[config.mk]
export PLATFORM = sky130hd
export DESIGN_NAME = pga_spi_ctrl_flat
export DESIGN_NICKNAME = d
export VERILOG_FILES = /design/src/rtl/pga_pkg.sv /design/src/rtl/pga_spi_ctrl_if.sv /design/src/rtl/spi_tick_gen.sv /design/src/rtl/pga_spi_ctrl.sv /design/src/flat_wrapper.sv
export SDC_FILE = /design/constraint.sdc
export NUM_CORES = 1
export LEC_CHECK = 0
export CORE_AREA = 2 2 74 69
export CTS_BUF_LIST = sky130_fd_sc_hd__clkbuf_16
export DETAILED_ROUTE_END_ITERATION = 10
export DIE_AREA = 0 0 76 71
export PLACE_DENSITY = 0.83
export SLEW_MARGIN = 10
export SYNTH_ARGS = -nofsm -noshare
export SYNTH_HDL_FRONTEND = slang
export SYNTH_SLANG_ARGS = --single-unit
[constraint.sdc]
create_clock -name sck -period 3.98 [get_ports sck]
set_clock_uncertainty 0.05 [all_clocks]
set_input_delay 0.597 -clock sck [delete_from_list [all_inputs] [get_ports sck]]
set_output_delay 0.597 -clock sck [all_outputs]
set_load 0.02 [all_outputs]
[src/rtl/pga_pkg.sv]
`default_nettype none
// ============================================================================
// Package  : pga_pkg
// Purpose  : Shared state encoding, default timing constants and helpers for
//            the PGA gain-setting SPI controller.
// Revision : 1.0 - initial release
// ============================================================================
package pga_pkg;

   // Controller states; the error path goes straight from IDLE to GAP.
   typedef enum logic [2:0] {
      ST_IDLE  = 3'd0,
      ST_SETUP = 3'd1,
      ST_SHIFT = 3'd2,
      ST_HOLD  = 3'd3,
      ST_GAP   = 3'd4
   } pga_state_t;

   localparam int c_def_data_w    = 8;
   localparam int c_def_num_ch    = 4;
   localparam int c_def_clk_div   = 2;
   localparam int c_def_cs_setup  = 1;
   localparam int c_def_cs_hold   = 1;
   localparam int c_def_cs_gap    = 2;
   localparam int c_def_msb_first = 1;

   // Width of the phase timer used for SETUP/HOLD/GAP.
   localparam int c_tcnt_w = 16;

   // Channel-select width, never narrower than one bit.
   function automatic int ch_width(input int n);
      return (n > 1) ? $clog2(n) : 1;
   endfunction

endpackage
`default_nettype wire

[src/rtl/pga_spi_ctrl_if.sv]
`default_nettype none
// ============================================================================
// Interface : pga_spi_ctrl_if
// Purpose   : Command, response and SPI pin bundle of the PGA controller.
// Revision  : 1.0 - initial release
// ============================================================================
interface pga_spi_ctrl_if
   import pga_pkg::*;
#(
   parameter int DATA_W = c_def_data_w,
   parameter int NUM_CH = c_def_num_ch
);
   localparam int c_ch_w = ch_width(NUM_CH);

   logic              cmd_valid_i;
   logic              cmd_ready_o;
   logic [c_ch_w-1:0] cmd_ch_i;
   logic [DATA_W-1:0] cmd_data_i;
   logic              spi_sclk_o;
   logic [NUM_CH-1:0] spi_cs_n_o;
   logic              spi_mosi_o;
   logic              spi_miso_i;
   logic              rsp_valid_o;
   logic [DATA_W-1:0] rsp_data_o;
   logic              rsp_err_o;

   // Controller side
   modport slave (
      input  cmd_valid_i, cmd_ch_i, cmd_data_i, spi_miso_i,
      output cmd_ready_o, spi_sclk_o, spi_cs_n_o, spi_mosi_o,
             rsp_valid_o, rsp_data_o, rsp_err_o
   );

   // Host / board side
   modport master (
      output cmd_valid_i, cmd_ch_i, cmd_data_i, spi_miso_i,
      input  cmd_ready_o, spi_sclk_o, spi_cs_n_o, spi_mosi_o,
             rsp_valid_o, rsp_data_o, rsp_err_o
   );
endinterface
`default_nettype wire

[src/rtl/spi_tick_gen.sv]
`default_nettype none
// ============================================================================
// Module   : spi_tick_gen
// Purpose  : Bit-phase timer. Each bit is CLK_DIV cycles low then CLK_DIV
//            cycles high; flags the sclk rise and the last cycle of a bit.
// Revision : 1.0 - initial release
// ============================================================================
module spi_tick_gen #(
   parameter int CLK_DIV = 2
) (
   input  logic sck,
   input  logic rst,
   input  logic en,
   output logic sclk_lvl,
   output logic rise,
   output logic bit_done
);
   localparam int c_cnt_w = $clog2(2 * CLK_DIV);

   logic [c_cnt_w-1:0] r_cnt;

   // Phase counter: held at zero while disabled, wraps at the end of each bit.
   always_ff @(posedge sck or posedge rst) begin
      if (rst)
         r_cnt <= '0;
      else if (!en || bit_done)
         r_cnt <= '0;
      else
         r_cnt <= r_cnt + 1'b1;
   end

   assign sclk_lvl = en && (r_cnt >= c_cnt_w'(CLK_DIV));
   assign rise     = en && (r_cnt == c_cnt_w'(CLK_DIV));
   assign bit_done = en && (r_cnt == c_cnt_w'(2 * CLK_DIV - 1));
endmodule
`default_nettype wire

[src/rtl/pga_spi_ctrl.sv]
`default_nettype none
// ============================================================================
// Module   : pga_spi_ctrl
// Purpose  : Writes a gain code to one of NUM_CH PGAs over mode-0 SPI and
//            returns the word shifted back on MISO. All pin outputs are
//            registered, so they trail the internal state by one cycle.
// Revision : 1.0 - initial release
// ============================================================================
module pga_spi_ctrl
   import pga_pkg::*;
#(
   parameter int DATA_W    = c_def_data_w,
   parameter int NUM_CH    = c_def_num_ch,
   parameter int CLK_DIV   = c_def_clk_div,
   parameter int CS_SETUP  = c_def_cs_setup,
   parameter int CS_HOLD   = c_def_cs_hold,
   parameter int CS_GAP    = c_def_cs_gap,
   parameter int MSB_FIRST = c_def_msb_first
) (
   input  logic          sck,
   input  logic          rst,
   pga_spi_ctrl_if.slave bus
);
   localparam int c_ch_w  = ch_width(NUM_CH);
   localparam int c_bit_w = $clog2(DATA_W);
   localparam logic [c_tcnt_w-1:0] c_setup_last = c_tcnt_w'(CS_SETUP - 1);
   localparam logic [c_tcnt_w-1:0] c_hold_last  = c_tcnt_w'(CS_HOLD - 1);
   localparam logic [c_tcnt_w-1:0] c_gap_last   = c_tcnt_w'(CS_GAP - 1);

   pga_state_t          r_state, w_state_next;
   logic [c_tcnt_w-1:0] r_tcnt;
   logic                w_tcnt_clr;
   logic [c_ch_w-1:0]   r_ch;
   logic                r_err;
   logic [DATA_W-1:0]   r_tx, r_rx, r_rsp_data;
   logic [c_bit_w-1:0]  r_bit;
   logic                w_accept, w_bad_ch, w_in_frame, w_last_bit, w_tx_bit;
   logic                w_shift_en, w_sclk_lvl, w_rise, w_bit_done;
   logic [NUM_CH-1:0]   w_cs_n, r_cs_n;
   logic                r_sclk, r_mosi, r_rsp_valid, r_rsp_err, r_ready;

   assign w_accept   = bus.cmd_valid_i && r_ready;
   assign w_bad_ch   = int'(bus.cmd_ch_i) >= NUM_CH;
   assign w_in_frame = (r_state == ST_SETUP) || (r_state == ST_SHIFT) || (r_state == ST_HOLD);
   assign w_shift_en = (r_state == ST_SHIFT);
   assign w_last_bit = (r_bit == c_bit_w'(DATA_W - 1));
   assign w_tx_bit   = (MSB_FIRST != 0) ? r_tx[DATA_W-1] : r_tx[0];

   spi_tick_gen #(.CLK_DIV(CLK_DIV)) u_tick (
      .sck      (sck),
      .rst      (rst),
      .en       (w_shift_en),
      .sclk_lvl (w_sclk_lvl),
      .rise     (w_rise),
      .bit_done (w_bit_done)
   );

   // State register.
   always_ff @(posedge sck or posedge rst) begin
      if (rst) r_state <= ST_IDLE;
      else     r_state <= w_state_next;
   end

   // Next-state decode; every transition restarts the phase timer.
   always_comb begin
      w_state_next = r_state;
      w_tcnt_clr   = 1'b0;
      case (r_state)
         ST_IDLE:  if (w_accept) begin
                      w_state_next = w_bad_ch ? ST_GAP : ST_SETUP;
                      w_tcnt_clr   = 1'b1;
                   end
         ST_SETUP: if (r_tcnt == c_setup_last) begin
                      w_state_next = ST_SHIFT;
                      w_tcnt_clr   = 1'b1;
                   end
         ST_SHIFT: if (w_bit_done && w_last_bit) begin
                      w_state_next = ST_HOLD;
                      w_tcnt_clr   = 1'b1;
                   end
         ST_HOLD:  if (r_tcnt == c_hold_last) begin
                      w_state_next = ST_GAP;
                      w_tcnt_clr   = 1'b1;
                   end
         ST_GAP:   if (r_tcnt == c_gap_last) begin
                      w_state_next = ST_IDLE;
                      w_tcnt_clr   = 1'b1;
                   end
         default:  begin
                      w_state_next = ST_IDLE;
                      w_tcnt_clr   = 1'b1;
                   end
      endcase
   end

   // Phase timer for SETUP/HOLD/GAP.
   always_ff @(posedge sck or posedge rst) begin
      if (rst)
         r_tcnt <= '0;
      else if (w_tcnt_clr || (r_state == ST_IDLE))
         r_tcnt <= '0;
      else
         r_tcnt <= r_tcnt + 1'b1;
   end

   // Command latch, TX shifter (advances after each bit but the last) and RX assembly.
   always_ff @(posedge sck or posedge rst) begin
      if (rst) begin
         r_ch  <= '0;
         r_err <= 1'b0;
         r_tx  <= '0;
         r_rx  <= '0;
         r_bit <= '0;
      end else if (w_accept) begin
         r_ch  <= bus.cmd_ch_i;
         r_err <= w_bad_ch;
         r_tx  <= bus.cmd_data_i;
         r_rx  <= '0;
         r_bit <= '0;
      end else if (w_shift_en) begin
         if (w_rise)
            r_rx <= (MSB_FIRST != 0) ? {r_rx[DATA_W-2:0], bus.spi_miso_i}
                                     : {bus.spi_miso_i, r_rx[DATA_W-1:1]};
         if (w_bit_done && !w_last_bit) begin
            r_tx  <= (MSB_FIRST != 0) ? {r_tx[DATA_W-2:0], 1'b0} : {1'b0, r_tx[DATA_W-1:1]};
            r_bit <= r_bit + 1'b1;
         end
      end
   end

   // Only the latched channel may be selected, and only inside a frame.
   always_comb begin
      w_cs_n = '1;
      for (int i = 0; i < NUM_CH; i++)
         if (w_in_frame && (int'(r_ch) == i)) w_cs_n[i] = 1'b0;
   end

   // Registered pins and response; the response fires on the first GAP cycle.
   always_ff @(posedge sck or posedge rst) begin
      if (rst) begin
         r_cs_n      <= '1;
         r_sclk      <= 1'b0;
         r_mosi      <= 1'b0;
         r_rsp_valid <= 1'b0;
         r_rsp_err   <= 1'b0;
         r_rsp_data  <= '0;
         r_ready     <= 1'b1;
      end else begin
         r_cs_n      <= w_cs_n;
         r_sclk      <= w_sclk_lvl;
         r_mosi      <= w_in_frame ? w_tx_bit : 1'b0;
         r_ready     <= (r_state == ST_IDLE) && !w_accept;
         r_rsp_valid <= 1'b0;
         if ((r_state == ST_GAP) && (r_tcnt == '0)) begin
            r_rsp_valid <= 1'b1;
            r_rsp_err   <= r_err;
            r_rsp_data  <= r_err ? '0 : r_rx;
         end
      end
   end

   assign bus.cmd_ready_o = r_ready;
   assign bus.spi_cs_n_o  = r_cs_n;
   assign bus.spi_sclk_o  = r_sclk;
   assign bus.spi_mosi_o  = r_mosi;
   assign bus.rsp_valid_o = r_rsp_valid;
   assign bus.rsp_err_o   = r_rsp_err;
   assign bus.rsp_data_o  = r_rsp_data;
endmodule
`default_nettype wire

[src/flat_wrapper.sv]
// flat-port wrapper written by rule: the top's interface ports become plain ports
module pga_spi_ctrl_flat import pga_pkg::*;
#(
   parameter int DATA_W    = c_def_data_w,
   parameter int NUM_CH    = c_def_num_ch,
   parameter int CLK_DIV   = c_def_clk_div,
   parameter int CS_SETUP  = c_def_cs_setup,
   parameter int CS_HOLD   = c_def_cs_hold,
   parameter int CS_GAP    = c_def_cs_gap,
   parameter int MSB_FIRST = c_def_msb_first
)
  (sck, rst, bus_cmd_valid_i, bus_cmd_ch_i, bus_cmd_data_i, bus_spi_miso_i, bus_cmd_ready_o, bus_spi_sclk_o, bus_spi_cs_n_o, bus_spi_mosi_o, bus_rsp_valid_o, bus_rsp_data_o, bus_rsp_err_o);
  pga_spi_ctrl_if #(.DATA_W(DATA_W), .NUM_CH(NUM_CH)) bus_i ();
  input  logic sck;
  input  logic rst;
  input wire logic [$bits(bus_i.cmd_valid_i)-1:0] bus_cmd_valid_i;
  input wire logic [$bits(bus_i.cmd_ch_i)-1:0] bus_cmd_ch_i;
  input wire logic [$bits(bus_i.cmd_data_i)-1:0] bus_cmd_data_i;
  input wire logic [$bits(bus_i.spi_miso_i)-1:0] bus_spi_miso_i;
  output wire logic [$bits(bus_i.cmd_ready_o)-1:0] bus_cmd_ready_o;
  output wire logic [$bits(bus_i.spi_sclk_o)-1:0] bus_spi_sclk_o;
  output wire logic [$bits(bus_i.spi_cs_n_o)-1:0] bus_spi_cs_n_o;
  output wire logic [$bits(bus_i.spi_mosi_o)-1:0] bus_spi_mosi_o;
  output wire logic [$bits(bus_i.rsp_valid_o)-1:0] bus_rsp_valid_o;
  output wire logic [$bits(bus_i.rsp_data_o)-1:0] bus_rsp_data_o;
  output wire logic [$bits(bus_i.rsp_err_o)-1:0] bus_rsp_err_o;
  assign bus_i.cmd_valid_i = bus_cmd_valid_i;
  assign bus_i.cmd_ch_i = bus_cmd_ch_i;
  assign bus_i.cmd_data_i = bus_cmd_data_i;
  assign bus_i.spi_miso_i = bus_spi_miso_i;
  assign bus_cmd_ready_o = bus_i.cmd_ready_o;
  assign bus_spi_sclk_o = bus_i.spi_sclk_o;
  assign bus_spi_cs_n_o = bus_i.spi_cs_n_o;
  assign bus_spi_mosi_o = bus_i.spi_mosi_o;
  assign bus_rsp_valid_o = bus_i.rsp_valid_o;
  assign bus_rsp_data_o = bus_i.rsp_data_o;
  assign bus_rsp_err_o = bus_i.rsp_err_o;
  pga_spi_ctrl #(.DATA_W(DATA_W), .NUM_CH(NUM_CH), .CLK_DIV(CLK_DIV), .CS_SETUP(CS_SETUP), .CS_HOLD(CS_HOLD), .CS_GAP(CS_GAP), .MSB_FIRST(MSB_FIRST)) u_core (.sck(sck), .rst(rst), .bus(bus_i));
endmodule
==> results.ini <==
[timing]
hold_slack_ps = 424
maxSlewViolCount = 0
finalSetupViolCount = 0
fin_ws_ps = 1860
worst_pin_slew_ps = 844
maxSlewHeadroom_pct = 43.7
fin_crit_ps = 2120
finalSetupTns_ps = 0
finalCritPeriodShare_pct = 53.2
rsz0062_at_grt = no
max_freq_mhz = 472
finalHoldViolations = 0

[layout]
fin_cells = 355
multi_input_area_um2 = 1170
fillers = 333
final_layout_size_suffix_gt1_share_pct = 13.1
area_growth_pct = 23.1
final_nets = 306
antennaDiodeCount = 0
layout.area.seq_um2 = 1460

[global_route]
grt_pass1_vias = 1850
grt_overflow_total = 0
grt_pass1_wl_mm = 9.04
grt_max_degree = 36
antenna_found_initial = 0
gr-usage-all-layers_pct = 22.1

[clock_tree]
insertion_delay_ps = 330
cts_hold_buf = 0
cts.path.max_buffers = 2
cts_tree = yes
path_clk_slew_ps = 50
cts_setup_buffers = 0
post_cts_resize_count = 0
clock-root-buffer = clkbuf_16
clock_sinks = 58
h-tree-depth = 3
cts_buffers = 9

[placement]
port_buffers = 29
dp.cells = 339
dp_hpwl_mm = 3.43
place_ws_ps = 1700
globalplace.congestion = 0.821

[pwr]
p_seq_share_pct = 38.1
leakage_nw = 1.51
power.density_nw_per_um2 = 671
power_frac_comb_pct = 26.5
internal-power_mw = 1.55
p_switching_uw = 695
vdd_drop_max_uv = 440
pwr-share-clk_pct = 35.4
switching_share_pct = 30.9

[detailed_routing]
drt_iter0_drc = 151
wl_mm = 5.05
drt-vias-per-instance = 5.27
drc = 0
wl_per_cell_um = 14.2
drtAntennaViolNets = 0
firstDrtPassIters = 6
num_vias = 1872

[setup_path]
reg2reg_depth = 6
critPathTopFamily = buffers and inverters
cp-start-kind = register
slowest_stage = clkdlybuf4s50_1
crit_path_cell_trace = clkdlybuf4s50_1
cp.required_ps = 3330
slowest_delay_ps = 600
path_max_fanout = 3
crit_buf_inv = 1
cp.arrival_ps = 1470
endpoint_kind = output pin
cp.depth = 1
crit_type = reg2out

[yosys]
synth_seq_area_share_pct = 53.6
synth_nets = 277
ys_types = 39
synth_seq_cells = 58
syn_inst = 256
synth_top_area_cell = dfrtp_1
synth.cell_area_um2 = 2720
yosysWarnings = 0
syn_avg_cell_area_um2 = 10.6
synth.top_cell.area_share_pct = 48.7
synthTopCellsByArea = dfrtp_1, nand2_1, dfstp_2

[floorplan]
fp.dieH_um = 71
pin_count = 31
fp.dieW_um = 76
start_util_pct = 58.5
dieArea_um2 = 5400
coreArea_um2 = 4650
core.rowCount = 24

[run_status]
outcome = complete, no violations

[run]
cap_viol_max_count = 0

[worst_hold_path]
hold_path_class = reg2reg
hold_depth = 1

metal layers:
metal	global-route usage [%]	routed length, um	vias up
li1	-	-	930
met1	29.8	2370	881
met2	32.2	2310	51
met3	7.40	254	10
met4	11.3	112	0
met5	0	0	-
worst paths after layout:
kind	from	endpoint	slack [ps]
min in group asynchronous	rst	u_core.r_tcnt[12]	650
hold / removal	u_core.u_tick.r_cnt[0]	u_core.u_tick.r_cnt[0]	420
hold reg to reg	u_core.u_tick.r_cnt[0]	u_core.u_tick.r_cnt[0]	420
setup reg to reg	u_core.r_tcnt[0]	u_core.r_tcnt[4]	1940
max in group asynchronous	rst	u_core.bus.cmd_ready_o	2400
setup / recovery	u_core.bus.cmd_ready_o	bus_cmd_ready_o	1860
cells in the mapped netlist:
library cell and n:
nand4_1 5, buf_2 4, nor4bb_1 1, nor4b_1 1, xnor2_1 11, buf_6 1
dfstp_2 5, or4_1 2, nor2_4 1, o31ai_1 1, a22oi_4 1, nor2b_1 2
nor3_1 8, conb_1 1, nor4_1 5, nor3b_1 1, o2bb2ai_1 1, dfrtp_1 53
nand4_2 2, o21ai_0 8, and2_1 4, buf_4 1, inv_1 8, nand3b_1 3
clkbuf_1 6, nand2b_1 1, nor4_4 2, xor2_1 3, o21ba_2 1, nor2_1 26
a21oi_1 11, a21boi_0 1, and4_1 1, mux2_4 8, ha_1 7, nand2_1 40
nand3_1 8, mux2i_1 9, or2_2 2
cells by family (layout without fill, tap and decap cells):
family	count (synthesis)	count (layout)	share of synthesized area, %
mux	17	17	7.72
compound gates	24	24	5.52
flops	58	58	53.6
fa+ha+maj	7	7	3.22
xor+xnor	14	14	4.51
other cells	1	1	0.138
buf+inv	20	54	3.36
simple gates	115	115	22.0
area by class of cell:
type / count / area share [%]
well taps: 65 / 2.43
clock inverters: 7 / 2.54
multi-input cells: 178 / 35.0
clock buffers: 9 / 6.72
inverters: 8 / 0.897
repair buffers: 30 / 8.89
flip-flops and latches: 58 / 43.5
power by group through the flow:
stage / registers, mW / clock network, mW / logic (mW)
floorplan: 0.881 / 0 / 0.395
global placement: 0.851 / 0 / 0.578
detailed placement: 0.862 / 0 / 0.597
CTS: 0.856 / 0.800 / 0.603
global route: 0.879 / 0.832 / 0.659
finish: 0.856 / 0.794 / 0.596
sequential cells by signal, indices dropped and copies added, names as in the netlist:
register and cells:
u_core.bus.cmd_ready_o 1, u_core.bus.rsp_data_o 8, u_core.bus.rsp_valid_o 1, u_core.bus.spi_cs_n_o 4, u_core.bus.spi_mosi_o 1, u_core.bus.spi_sclk_o 1
u_core.r_bit 3, u_core.r_ch 2, u_core.r_rx 8, u_core.r_state 3, u_core.r_tcnt 16, u_core.r_tx 8
u_core.u_tick.r_cnt 2
metrics by stage:
step	utilization (%)	power, mW	instance area (um2)
floorplan	-	1.28	2720
global placement	65.3	1.43	3040
detailed placement	65.3	1.46	3040
CTS	72.0	2.26	3350
global route	72.0	2.37	3350
finish	72.0	2.25	3350
cells in the final DEF (no fill, tap or decap), types with 2 or more instances in the layout:
master and count:
nor3_1 8, and2_1 4, dfrtp_1 53, nand3_1 8, mux2i_1 9, clkdlybuf4s50_1 29
dfstp_2 5, xor2_1 3, a21oi_1 11, or4_1 2, nor4_4 2, or2_2 2
clkbuf_16 9, clkinv_2 2, xnor2_1 11, nor2b_1 2, nand2_1 40, nor2_1 26
mux2_4 8, nand4_1 5, o21ai_0 8, nand4_2 2, nand3b_1 3, ha_1 7
inv_1 8, bufinv_16 2, nor4_1 5
Power figures use the tool's default switching activity.
